[src/rtl/palette_ram_ctl_if.sv]
`default_nettype none
// ============================================================================
//  Module      : palette_ram_ctl_if
//  Description : CPU-side and render-side signal bundle for palette_ram_ctl.
//                master = PPU register file / pixel mux side,
//                slave  = palette memory controller.
//  Ports       : cpu_addr, cpu_din, cpu_write, cpu_read  (master -> slave)
//                cpu_dout, cpu_valid                     (slave -> master)
//                ppu_addr, greyscale                     (master -> slave)
//                ppu_dout, busy                          (slave -> master)
//  Revision    : 1.0  initial release
// ============================================================================
interface palette_ram_ctl_if #(
    parameter int DATA_W = 6,
    parameter int ADDR_W = 5
);
    logic [ADDR_W-1:0] cpu_addr;
    logic [DATA_W-1:0] cpu_din;
    logic              cpu_write;
    logic              cpu_read;
    logic [DATA_W-1:0] cpu_dout;
    logic              cpu_valid;
    logic [ADDR_W-1:0] ppu_addr;
    logic              greyscale;
    logic [DATA_W-1:0] ppu_dout;
    logic              busy;

    modport master (
        output cpu_addr, cpu_din, cpu_write, cpu_read, ppu_addr, greyscale,
        input  cpu_dout, cpu_valid, ppu_dout, busy
    );

    modport slave (
        input  cpu_addr, cpu_din, cpu_write, cpu_read, ppu_addr, greyscale,
        output cpu_dout, cpu_valid, ppu_dout, busy
    );
endinterface
`default_nettype wire

[src/rtl/palette_ram_ctl.sv]
`default_nettype none
// ============================================================================
//  Module      : palette_ram_ctl
//  Description : Palette memory for the PPU. CPU read/write port with
//                registered read data, registered render read port with
//                greyscale masking, backdrop mirroring on both ports and a
//                clear sequencer that fills the array after reset.
//  Ports       : clk    - clock
//                reset  - synchronous, active-high
//                ce_i   - clock enable (reset acts regardless)
//                bus    - palette_ram_ctl_if.slave (CPU + render signals)
//  Revision    : 1.0  initial release
// ============================================================================
module palette_ram_ctl #(
    parameter int                DATA_W          = 6,
    parameter int                ADDR_W          = 5,
    parameter bit                MIRROR_BACKDROP = 1'b1,
    parameter bit                INIT_ON_RESET   = 1'b1,
    parameter logic [DATA_W-1:0] INIT_VAL        = '0,
    parameter logic [DATA_W-1:0] GREY_MASK       = DATA_W'('h30)
) (
    input  logic                   clk,
    input  logic                   reset,
    input  logic                   ce_i,
    palette_ram_ctl_if.slave       bus
);

    localparam int                DEPTH    = 1 << ADDR_W;
    localparam logic [ADDR_W-1:0] CNT_LAST = '1;
    localparam logic [ADDR_W-1:0] CNT_ONE  = ADDR_W'(1);

    typedef enum logic [0:0] {
        ST_INIT = 1'b0,
        ST_RUN  = 1'b1
    } state_t;

    state_t            state_q, state_d;
    logic [ADDR_W-1:0] cnt_q, cnt_d;
    logic [DATA_W-1:0] cpu_dout_q, cpu_dout_d;
    logic              cpu_valid_q, cpu_valid_d;
    logic [DATA_W-1:0] ppu_dout_q, ppu_dout_d;
    logic [DATA_W-1:0] mem_q [DEPTH];

    logic [ADDR_W-1:0] cpu_eff;
    logic [ADDR_W-1:0] ppu_eff;
    logic              mem_we;
    logic [ADDR_W-1:0] mem_waddr;
    logic [DATA_W-1:0] mem_wdata;
    logic [DATA_W-1:0] ppu_rd;

    // Backdrop mirroring: entries with addr[1:0]==0 share storage across
    // the background and sprite halves, so bit 4 is dropped.
    if (MIRROR_BACKDROP && ADDR_W >= 5) begin : g_mirror
        always_comb begin
            cpu_eff = bus.cpu_addr;
            ppu_eff = bus.ppu_addr;
            if (bus.cpu_addr[1:0] == 2'b00) cpu_eff[4] = 1'b0;
            if (bus.ppu_addr[1:0] == 2'b00) ppu_eff[4] = 1'b0;
        end
    end else begin : g_no_mirror
        assign cpu_eff = bus.cpu_addr;
        assign ppu_eff = bus.ppu_addr;
    end

    always_comb begin
        state_d     = state_q;
        cnt_d       = cnt_q;
        mem_we      = 1'b0;
        mem_waddr   = cnt_q;
        mem_wdata   = INIT_VAL;
        cpu_dout_d  = cpu_dout_q;
        cpu_valid_d = 1'b0;

        // Render port reads the pre-write contents (read-first on collision).
        ppu_rd      = mem_q[ppu_eff];
        ppu_dout_d  = bus.greyscale ? (ppu_rd & GREY_MASK) : ppu_rd;

        case (state_q)
            ST_INIT: begin
                // Raw counter index, no address translation while clearing.
                mem_we = 1'b1;
                cnt_d  = cnt_q + CNT_ONE;
                if (cnt_q == CNT_LAST) state_d = ST_RUN;
            end
            ST_RUN: begin
                if (bus.cpu_write) begin
                    mem_we    = 1'b1;
                    mem_waddr = cpu_eff;
                    mem_wdata = bus.cpu_din;
                end
                if (bus.cpu_read) begin
                    cpu_valid_d = 1'b1;
                    // Write-first on the CPU port: a combined access returns the new data.
                    cpu_dout_d  = bus.cpu_write ? bus.cpu_din : mem_q[cpu_eff];
                end
            end
            default: state_d = ST_RUN;
        endcase
    end

    always_ff @(posedge clk) begin
        if (reset) begin
            state_q     <= INIT_ON_RESET ? ST_INIT : ST_RUN;
            cnt_q       <= '0;
            cpu_dout_q  <= '0;
            cpu_valid_q <= 1'b0;
            ppu_dout_q  <= '0;
        end else if (ce_i) begin
            state_q     <= state_d;
            cnt_q       <= cnt_d;
            cpu_dout_q  <= cpu_dout_d;
            cpu_valid_q <= cpu_valid_d;
            ppu_dout_q  <= ppu_dout_d;
        end
    end

    // Storage has no reset; contents are established by the clear sequencer.
    always_ff @(posedge clk) begin
        if (!reset && ce_i && mem_we) mem_q[mem_waddr] <= mem_wdata;
    end

    assign bus.cpu_dout  = cpu_dout_q;
    assign bus.cpu_valid = cpu_valid_q;
    assign bus.ppu_dout  = ppu_dout_q;
    assign bus.busy      = (state_q == ST_INIT);

endmodule
`default_nettype wire

[src/flat_wrapper.sv]
// flat-port wrapper written by rule: the top's interface ports become plain ports
module palette_ram_ctl_flat 
#(
    parameter int                DATA_W          = 6,
    parameter int                ADDR_W          = 5,
    parameter bit                MIRROR_BACKDROP = 1'b1,
    parameter bit                INIT_ON_RESET   = 1'b1,
    parameter logic [DATA_W-1:0] INIT_VAL        = '0,
    parameter logic [DATA_W-1:0] GREY_MASK       = DATA_W'('h30)
)
  (clk, reset, ce_i, bus_cpu_addr, bus_cpu_din, bus_cpu_write, bus_cpu_read, bus_ppu_addr, bus_greyscale, bus_cpu_dout, bus_cpu_valid, bus_ppu_dout, bus_busy);
  palette_ram_ctl_if #(.DATA_W(DATA_W), .ADDR_W(ADDR_W)) bus_i ();
  input  logic clk;
  input  logic reset;
  input  logic ce_i;
  input wire logic [$bits(bus_i.cpu_addr)-1:0] bus_cpu_addr;
  input wire logic [$bits(bus_i.cpu_din)-1:0] bus_cpu_din;
  input wire logic [$bits(bus_i.cpu_write)-1:0] bus_cpu_write;
  input wire logic [$bits(bus_i.cpu_read)-1:0] bus_cpu_read;
  input wire logic [$bits(bus_i.ppu_addr)-1:0] bus_ppu_addr;
  input wire logic [$bits(bus_i.greyscale)-1:0] bus_greyscale;
  output wire logic [$bits(bus_i.cpu_dout)-1:0] bus_cpu_dout;
  output wire logic [$bits(bus_i.cpu_valid)-1:0] bus_cpu_valid;
  output wire logic [$bits(bus_i.ppu_dout)-1:0] bus_ppu_dout;
  output wire logic [$bits(bus_i.busy)-1:0] bus_busy;
  assign bus_i.cpu_addr = bus_cpu_addr;
  assign bus_i.cpu_din = bus_cpu_din;
  assign bus_i.cpu_write = bus_cpu_write;
  assign bus_i.cpu_read = bus_cpu_read;
  assign bus_i.ppu_addr = bus_ppu_addr;
  assign bus_i.greyscale = bus_greyscale;
  assign bus_cpu_dout = bus_i.cpu_dout;
  assign bus_cpu_valid = bus_i.cpu_valid;
  assign bus_ppu_dout = bus_i.ppu_dout;
  assign bus_busy = bus_i.busy;
  palette_ram_ctl #(.DATA_W(DATA_W), .ADDR_W(ADDR_W), .MIRROR_BACKDROP(MIRROR_BACKDROP), .INIT_ON_RESET(INIT_ON_RESET), .INIT_VAL(INIT_VAL), .GREY_MASK(GREY_MASK)) u_core (.clk(clk), .reset(reset), .ce_i(ce_i), .bus(bus_i));
endmodule
[config.mk]
export PLATFORM = sky130hd
export DESIGN_NAME = palette_ram_ctl_flat
export DESIGN_NICKNAME = d
export VERILOG_FILES = /design/src/rtl/palette_ram_ctl_if.sv /design/src/rtl/palette_ram_ctl.sv /design/src/flat_wrapper.sv
export SDC_FILE = /design/constraint.sdc
export NUM_CORES = 1
export LEC_CHECK = 0
export ABC_AREA = 1
export CORE_ASPECT_RATIO = 0.8
export CORE_UTILIZATION = 45
export CTS_BUF_LIST = sky130_fd_sc_hd__clkbuf_8
export CTS_CLUSTER_DIAMETER = 30
export DETAILED_ROUTE_END_ITERATION = 8
export PLACE_DENSITY = 0.62
export SYNTH_ARGS = -nofsm -noshare
export SYNTH_HDL_FRONTEND = slang
export SYNTH_SLANG_ARGS = --single-unit
[constraint.sdc]
create_clock -name clk -period 5.9 [get_ports clk]
set_input_delay 1.475 -clock clk [delete_from_list [all_inputs] [get_ports clk]]
set_output_delay 1.475 -clock clk [all_outputs]
set_load 0.01 [all_outputs]
; ---- After elaboration in Yosys (flattened, before gate mapping)
; Memory sizes are Yosys's and may differ from the RTL's. A register that Yosys moved wholly into a read port is not among the register bits.
; Index checks and enable logic that the tools add are counted.
[word_totals]
reg_bits = 13
latchBits = 0
mem_bits_rw = 192
romBits = 0
out_inout_bits = 14
word_cells = 30
memories = 1
[mem_list]
columns = memory, words, width, read_ports, rd_clocked_by_memory_dff, write_ports, line_no
row1 = u_core.mem_q, 32, 6, 2, 1, 1, palette_ram_ctl.sv:42  ; logic [DATA_W-1:0] mem_q [DEPTH];
[classes]
n_addsub = 1
mul = 0
div = 0
order_cmp = 0
n_eq_ne = 1
shifts = 0
n_mux = 15
bitwise_logic = 1
n_reduce_logical = 7
[ops]
columns = cell, count
row1 = $mux W6, 2
row2 = $mux W5, 2
row3 = $mux W1, 9
row4 = $add A5 B1 Y5 const B, 1
row5 = $eq A5 B5 Y1 const B, 1
row6 = $logic_not A2 Y1, 2
row7 = $mux W4, 1
row8 = $reduce_and A3 Y1, 1
row9 = $logic_and A1 B1 Y1, 2
row10 = $pmux W1 S2, 1
row11 = $reduce_and A2 Y1, 1
row12 = $logic_not A1 Y1, 1
row13 = $not A1 Y1, 1

; ---- Depth between registers and ports, before layout
; Gate-level depths: netlist of run 1.
[logic_depth]
depth_word = 5
depth_mapped = 13
ltp_nobuf = 11

; ---- Least setup slack after synthesis of run 1
; OpenSTA, ideal clock, no wires.
[synth_path]
kind = input to register
start = input port bus_cpu_write
end = register u_core.cpu_dout_q[0] (netlist: u_core.bus.cpu_dout[0]), read port of u_core.mem_q
setup_time_ps = 66
arrival_ps = 3007
required_time_ps = 5834
path_slack_ps = 2827
stages = 8
path_cell_list = nand2_2 > buf_6 > buf_6 > nor2_1 > nand3_1 > nand2_1 > inv_1 > a21oi_2
[synth_rtl]
columns = element, line_no
row1 = from (decl), flat_wrapper.sv:18  ; input wire logic [$bits(bus_i.cpu_write)-1:0] bus_cpu_write;
row2 = to (decl), palette_ram_ctl.sv:39  ; logic [DATA_W-1:0] cpu_dout_q, cpu_dout_d;

; ---- Worst setup path after layout of run 1
[layout_path]
start = input port reset
end = memory u_core.mem_q[22][4] (enable)
[layout_via]
elab_chain_len = 5
[layout_rtl]
columns = element, line_no
row1 = from (decl), flat_wrapper.sv:14  ; input logic reset;
row2 = $logic_not A1 Y1, palette_ram_ctl.sv:119  ; if (!reset && ce_i && mem_we) mem_q[mem_waddr] <= mem_wdata;
row3 = $logic_and A1 B1 Y1 (2 in series), palette_ram_ctl.sv:119
row4 = $mux W1, palette_ram_ctl.sv:119
row5 = $mux W1 (not written as such), palette_ram_ctl.sv:119
row6 = to (decl), palette_ram_ctl.sv:42
; Every way passes these cells.

==> summary.txt, run 1 <==
Outcome
  – Status: finished, violations left
  – Failing checks: DRC

GRT
  – Grt total ovfl: 0
  – Vias in the first global route: between 9,000 and 10,000
  – Largest net degree at the start of global routing: 78
  – Global-route wire length before repair: 54,100 µm
  – Initial antenna violation count: 0
  – GRT Util Overall: 28.2%

Route
  – Routed via count: 9,948
  – Metal3 WL: about 4500 µm
  – DRT Pass-1 Iters: 8
  – M1 WL: about 16,000 µm
  – 1st-iter DRT viols: 1,489
  – Drt drc: 5
  – Post-detailed-routing wire length: 36,200 µm
  – ANT nets after route: 0
  – Vias/cell: 5.65
  – Top layer in use: met4
  – Routed WL per cell: 20.6 µm
  – DR WL met2: 14,900 µm

Setup path
  – Worst setup SP type: input pin
  – Arrival time worst endpoint: 4.31 ns
  – Worst-path fanout max: 11
  – R2R depth: 6
  – Crit path kind: in2reg
  – Crit path top cell by count: nor2_1
  – R2R Path End: u_core.mem_q[22][4]
  – R2r setup slk: 3.00 ns
  – Crit path largest cell delay: 0.76 ns
  – Critical path, cell by cell: clkdlybuf4s50_1 > inv_2 > nand2_1 > nor2_1 > nand3_1 > nor2_1
  – Critical Path RT: ~6.1 ns
  – Origin of the critical flop-to-flop path: u_core.state_q
  – CP max-delay cell: nand3_1
  – Crit path capture type: flop

Placed design
  – HPWL after DPL: 23,300 µm
  – GP Congestion: slightly above 0.9
  – Inst Count DP: 1,688
  – Post-DP Area: 11,900 µm²
  – PortBufs: 35

Clock network
  – Clock tree from TritonCTS: yes
  – Hold_buf cts: 0
  – Clock Sinks: 211
  – H-Tree Depth: 2
  – Clk_lat worst skew: roughly 0.56 ns
  – Post-CTS Setup Bufs: 0
  – Clk pin slew, worst setup/hold paths: 0.06 ns
  – Root Driver: clkbuf_8
  – Num CTS Buffers: 43
  – Post-cts sizing count: 0
  – Clock Tree Buf Depth: 3

Yosys
  – EDFF count, synth: 192
  – Share of flip-flops with an asynchronous set or reset: 0%
  – Most common cell in the netlist: nand2_1
  – Post-Synthesis Cells: 1,396
  – Most frequent cells after synthesis: nand2_1 (419), nand3_1 (304), inv_1 (200)
  – Top area cells in the synthesized netlist: edfxtp_1 (51%), nand2_1 (14%), nand3_1 (13%), inv_1 (6.6%), dfxtp_1 (3.3%)
  – Synth Flop Type: edfxtp_1
  – Area leader, netlist: edfxtp_1
  – Mapped cell area: 11,400 µm²
  – Syn avg cell area: roughly 8 µm²
  – #FFs+latches synth: about 210
  – Top cell type's share of synthesized area: 50.7%
  – Sequential fraction of the synthesis area: 54.0%
  – Yosys cell types: 29
  – Yosys Warn Count: 0
  – Syn_nets: 1,420

Pwr
  – Leak Pwr: 5.62 nW
  – VDD IR max: 136 µV
  – PwrDens: 281 nW/µm²
  – Power, Total: about 3.6 mW

Final layout
  – Non-filler cells, final: between 1,500 and 2,000
  – Non-Filler Cell Area, Final: 12,800 µm²
  – Layout cell share with drive strength beyond 1: 8.80%
  – Area delta synth->final: 12.4%
  – Final-stage net count: 1,439
  – # fillers: between 2,000 and 2,500
  – Antenna cell count: 0

Timing
  – Min Clock Period, post-route: between 4 and 5 ns
  – Worst clock skew: 0.0150 ns
  – RSZ-0062 raised after global routing: false
  – Setup TNS: 0 ns
  – Final clock period utilization by the worst path: 69.8%
  – Worst-margin pin slew: ~1.3 ns
  – Worst rel slew slack: 14.9%
  – Slew Limit Fails: 0
  – Final setup vio count: 0
  – Fmax: 0.243 GHz
  – Min Hold Slack: 0.476 ns
  – Endpoints failing hold: 0

Floorplan
  – Die ar.: ~26,000 µm²
  – Initial Util: 46.3%
  – Total core area: 24,600 µm²
  – Die Y: 144 µm
  – Row Count: 51
  – Top Ports: 36
  – Die W: 180 µm

Hold path
  – Worst Hold End: u_core.bus.ppu_dout[0]
  – Hold Path Depth: 2
  – Hold WC Path Type: reg2reg
  – Hold path startpoint: u_core.bus.ppu_dout[0]

Job
  – Max Cap Viol: 0
-- sequential cells by signal, indices dropped and copies added, names as in the netlist --
signal,cells
u_core.bus.ppu_dout,6
u_core.cnt_q,5
u_core.state_q,1
u_core.bus.cpu_valid,1
u_core.bus.cpu_dout,6
u_core.mem_q,192
-- logic make-up after synthesis --
group,after synthesis,synth area share (%)
compound gates,80,4.35
fa+ha+maj,2,0.220
buf+inv,285,10.4
flops,211,54.0
simple gates,818,31.1
-- where the power goes --
part | total [mW] | leakage [nW] | switching [mW] | internal, mW
Sequential | 1.62 | 1.71 | 0.00668 | 1.62
Combinational | 0.309 | 3.41 | 0.219 | 0.0894
Clock | 1.66 | 0.504 | 0.669 | 0.996
-- worst max-delay path, delay by kind of cell --
kind | cells | cell delay [ns]
simple gates | 4 | 1.82
buf+inv | 2 | 0.99
-- cells in the final DEF (no fill, tap or decap), types with 2 or more instances in the layout --
cell	Yosys	final
a21oi_1	23	23
a21oi_2	6	6
buf_2	43	3
buf_4	9	18
bufinv_16	0	6
clkbuf_8	0	46
clkdlybuf4s50_1	0	31
clkinv_1	2	2
clkinv_2	0	7
clkinv_4	0	2
clkinvlp_4	0	3
dfxtp_1	19	19
edfxtp_1	192	192
ha_1	2	2
inv_1	200	207
inv_2	5	5
inv_6	0	2
nand2_1	419	419
nand2_2	3	3
nand3_1	304	304
nand3_2	3	3
nand4_1	3	3
nor2_1	72	66
nor2_2	0	6
nor3_1	2	2
o211ai_1	22	22
o21ai_0	21	21
o21ai_1	3	3
o21ai_2	4	4
or2_2	9	9
-- layout make-up --
cell class | count | area, µm² | share of cell area (%)
clock buffers | 46 | 633 | 4.95
clock inverters | 28 | 310 | 2.42
inverters | 207 | 777 | 6.07
multi-input cells | 900 | 4070 | 31.8
flip-flops and latches | 211 | 6150 | 48.0
well taps | 318 | 398 | 3.11
repair buffers | 52 | 460 | 3.60
-- per-layer routing --
metal / global-route usage (%) / up-vias
met5: 0 / -
met3: 8.54 / 91
met2: 41.0 / 602
met4: 10.8 / 0
met1: 39.4 / 4657
li1: - / 4598
-- through the flow --
| stage | utilization (%) | setup slack [ns] |
|---|---|---|
| 5_1_grt | 52.1 | 1.66 |
| 3_5_place_dp | 48.2 | 1.35 |
| 6_report | 52.1 | 1.78 |
| 2_1_floorplan | - | 2.83 |
| 4_1_cts | 52.1 | 1.93 |
| 3_3_place_gp | 48.2 | 1.42 |
-- worst max-delay path by stage --
stage                       start                      to  slack [ns]  cells past startpoint
floorplan           bus_cpu_write  u_core.bus.cpu_dout[0]        2.83                      8
global placement            reset      u_core.mem_q[6][0]        1.42                      6
detailed placement          reset     u_core.mem_q[22][4]        1.35                      6
CTS                         reset     u_core.mem_q[22][4]        1.93                      6
global route                reset     u_core.mem_q[22][4]        1.66                      6
finish                      reset     u_core.mem_q[22][4]        1.78                      6
Power figures use the tool's default switching activity.
==> run 2, diff against run 1 <==
PLACE_DENSITY = 0.65   (was 0.62)
clock period = 3.6 ns   (was 5.9 ns; I/O delays follow)
==> run 2 against run 1 <==
Net effect:
- the flow still finishes with violations (DRC)
- sequential cell count unchanged
- design area rose by 1.9%
- count of clock-buffer cells in the layout decreased by 2
- utilization is 0.99 points higher
- critical path type unchanged
- critical endpoint is now u_core.mem_q[5][3]
==> summary.txt, run 2 (synthesis results as in run 1) <==
GRT
  – Largest net degree at the start of global routing: 102 (was 78)
  – Grt total ovfl: 0 (unchanged)
  – Vias in the first global route: 9,014 (was 9,215)
  – Initial antenna violation count: 0 (unchanged)
  – Global-route wire length before repair: 53,100 µm (was 54,100 µm)
  – GRT Util Overall: 27.4% (was 28.2%)

Route
  – ANT nets after route: 0 (unchanged)
  – Routed via count: 10,000 (was 9,948)
  – DRT Pass-1 Iters: 8 (unchanged)
  – Drt drc: 4 (was 5)
  – Post-detailed-routing wire length: 35,300 µm (was 36,200 µm)
  – 1st-iter DRT viols: 1,248 (was 1,489)
  – Vias/cell: 5.55 (was 5.65)
  – Routed WL per cell: 19.6 µm (was 20.6 µm)

Placed design
  – PortBufs: 35 (unchanged)
  – GP Congestion: 0.963 (was 0.933)
  – Inst Count DP: 1,731 (was 1,688)
  – HPWL after DPL: 24,500 µm (was 23,300 µm)
  – Post-DP Area: 12,200 µm² (was 11,900 µm²)

Clock network
  – Hold_buf cts: 0 (unchanged)
  – Clk_lat worst skew: 0.53 ns (was 0.56 ns)
  – Clock tree from TritonCTS: yes (unchanged)
  – Clk pin slew, worst setup/hold paths: 0.06 ns (about the same)
  – Clock Tree Buf Depth: 3 (unchanged)
  – Root Driver: clkbuf_8 (unchanged)
  – Clock Sinks: 211 (unchanged)
  – Post-CTS Setup Bufs: 0 (unchanged)
  – Num CTS Buffers: 41 (was 43)
  – Post-cts sizing count: 0 (unchanged)
  – H-Tree Depth: 2 (unchanged)

Setup path
  – R2R depth: 8 (was 6)
  – Crit path capture type: flop (unchanged)
  – Worst-path fanout max: 16 (was 11)
  – Arrival time worst endpoint: 2.99 ns (was 4.31 ns)
  – Worst setup SP type: input pin (unchanged)
  – Critical Path RT: 3.76 ns (was 6.08 ns)
  – Crit path kind: in2reg (unchanged)

Floorplan
  – Initial Util: 46.3% (unchanged)
  – Row Count: 51 (unchanged)
  – Top Ports: 36 (unchanged)
  – Die ar.: 25,900 µm² (unchanged)
  – Die Y: 144 µm (unchanged)
  – Total core area: 24,600 µm² (unchanged)
  – Die W: 180 µm (unchanged)

Timing
  – Worst-margin pin slew: 0.717 ns (was 1.28 ns)
  – Worst clock skew: 0.0174 ns (was 0.0150 ns)
  – Endpoints failing hold: 0 (unchanged)
  – Min Clock Period, post-route: 2.83 ns
  – Final clock period utilization by the worst path: roughly 80%
  – RSZ-0062 raised after global routing: false (unchanged)
  – Slew Limit Fails: 0 (unchanged)
  – Fmax: 0.353 GHz
  – Worst rel slew slack: 52.1% (was 14.9%)
  – Setup TNS: 0 ns (unchanged)
  – Final setup vio count: 0 (unchanged)

Final layout
  – # fillers: 2,271 (was 2,331)
  – Top reg by flops: u_core.mem_q (unchanged)
  – Non-filler cells, final: 1,801 (was 1,762)
  – Sequential cell area: 6150 µm² (unchanged)
  – Area delta synth->final: 14.6% (was 12.4%)
  – Non-Filler Cell Area, Final: 13,000 µm² (was 12,800 µm²)
  – Antenna cell count: 0 (unchanged)
  – Final-stage net count: 1,480 (was 1,439)
  – Layout cell share with drive strength beyond 1: 11.0% (was 8.80%)
  – Commonest non-fill, non-tap cell in the layout: nand2_1 (unchanged)
  – Final Util: 53.1% (was 52.1%)
  – Most frequent cells in the layout: nand2_1 (419), nand3_1 (304), inv_1 (202) (was nand2_1 (419), nand3_1 (304), inv_1 (207))
  – Max reg flops: 192 (unchanged)
  – Footprint of the multi-input gates: 4070 µm² (unchanged)

Hold path
  – Hold WC Path Type: reg2reg (unchanged)
  – Hold Path Depth: 2 (unchanged)

Job
  – Max Cap Viol: 0 (unchanged)

Pwr
  – Sw frac: 25.3% (was 24.9%)
  – Sequential share of power: 47.6% (was 45.2%)
  – VDD IR max: 195 µV (was 136 µV)
  – PwrDens: 429 nW/µm² (was 281 nW/µm²)
  – Psw: 1.41 mW (was 0.895 mW)
  – P_int: 4.18 mW (was 2.70 mW)
  – Power, Total: 5.59 mW (was 3.60 mW)
  – Logic pwr share: 9.3% (was 8.6%)
  – Leak Pwr: 5.77 nW (was 5.62 nW)
  – Clock power frac: 43.0% (was 46.3%)

Outcome
  – Failing checks: DRC (unchanged)
  – Status: finished, violations left (unchanged)
==> run 2: cell types whose count changed in the layout (fill, tap and decap cells not counted) <==
cell and change:
buf_12 +3, buf_2 -1, buf_4 +40, bufinv_16 -3
clkbuf_8 -2, clkdlybuf4s50_1 +1, clkinv_1 +7, clkinv_4 +1
inv_1 -5, inv_6 -1, inv_8 -1
==> run 2: final timing paths <==
check | start | end | slack (ns)
hold / removal | u_core.bus.ppu_dout[1] | u_core.bus.ppu_dout[1] | 0.47
setup reg to reg | u_core.state_q | u_core.mem_q[5][3] | 1.25
setup / recovery | bus_cpu_write | u_core.mem_q[5][3] | 0.77
hold reg to reg | u_core.bus.ppu_dout[1] | u_core.bus.ppu_dout[1] | 0.47
==> run 2: area by class of cell <==
type,count,area share (%)
clock buffers,44,4.64
clock inverters,26,1.66
inverters,207,5.96
multi-input cells,900,31.2
flip-flops and latches,211,47.1
well taps,318,3.05
repair buffers,95,6.33
==> run 2: critical path: stages <==
cell,delay [ns]
clkdlybuf4s50_1,0.49
nand2_2,0.15
buf_4,0.26
nand2_1,0.09
o21ai_2,0.07
nor3_2,0.15
nand2_1,0.16
buf_4,0.24
nor2_1,0.45
==> run 2: metal layers <==
metal	vias to the layer above	share of wire (%)	track usage, %
met3	57	13	8.16
met5	-	0	0
met1	4684	44	39.4
li1	4678	-	-
met4	0	2.4	8.76
met2	582	41	39.4
==> run 2: metrics by stage <==
stage                     hold WS (ns)  setup WS [ns]
after floorplan                  0.489           1.10
after global placement           0.452          0.333
after detailed placement         0.456          0.280
after CTS                        0.466          0.833
after global routing             0.485          0.637
final                            0.466          0.770
==> run 2: power groups by stage <==
| stage | registers, mW | clock network (mW) | logic, mW |
|---|---|---|---|
| 3_3_place_gp | 2.71 | 0 | 0.501 |
| 3_5_place_dp | 2.71 | 0 | 0.504 |
| 4_1_cts | 2.66 | 2.45 | 0.506 |
| 6_report | 2.66 | 2.41 | 0.522 |
| 2_1_floorplan | 2.71 | 0 | 0.329 |
| 5_1_grt | 2.66 | 2.55 | 0.562 |
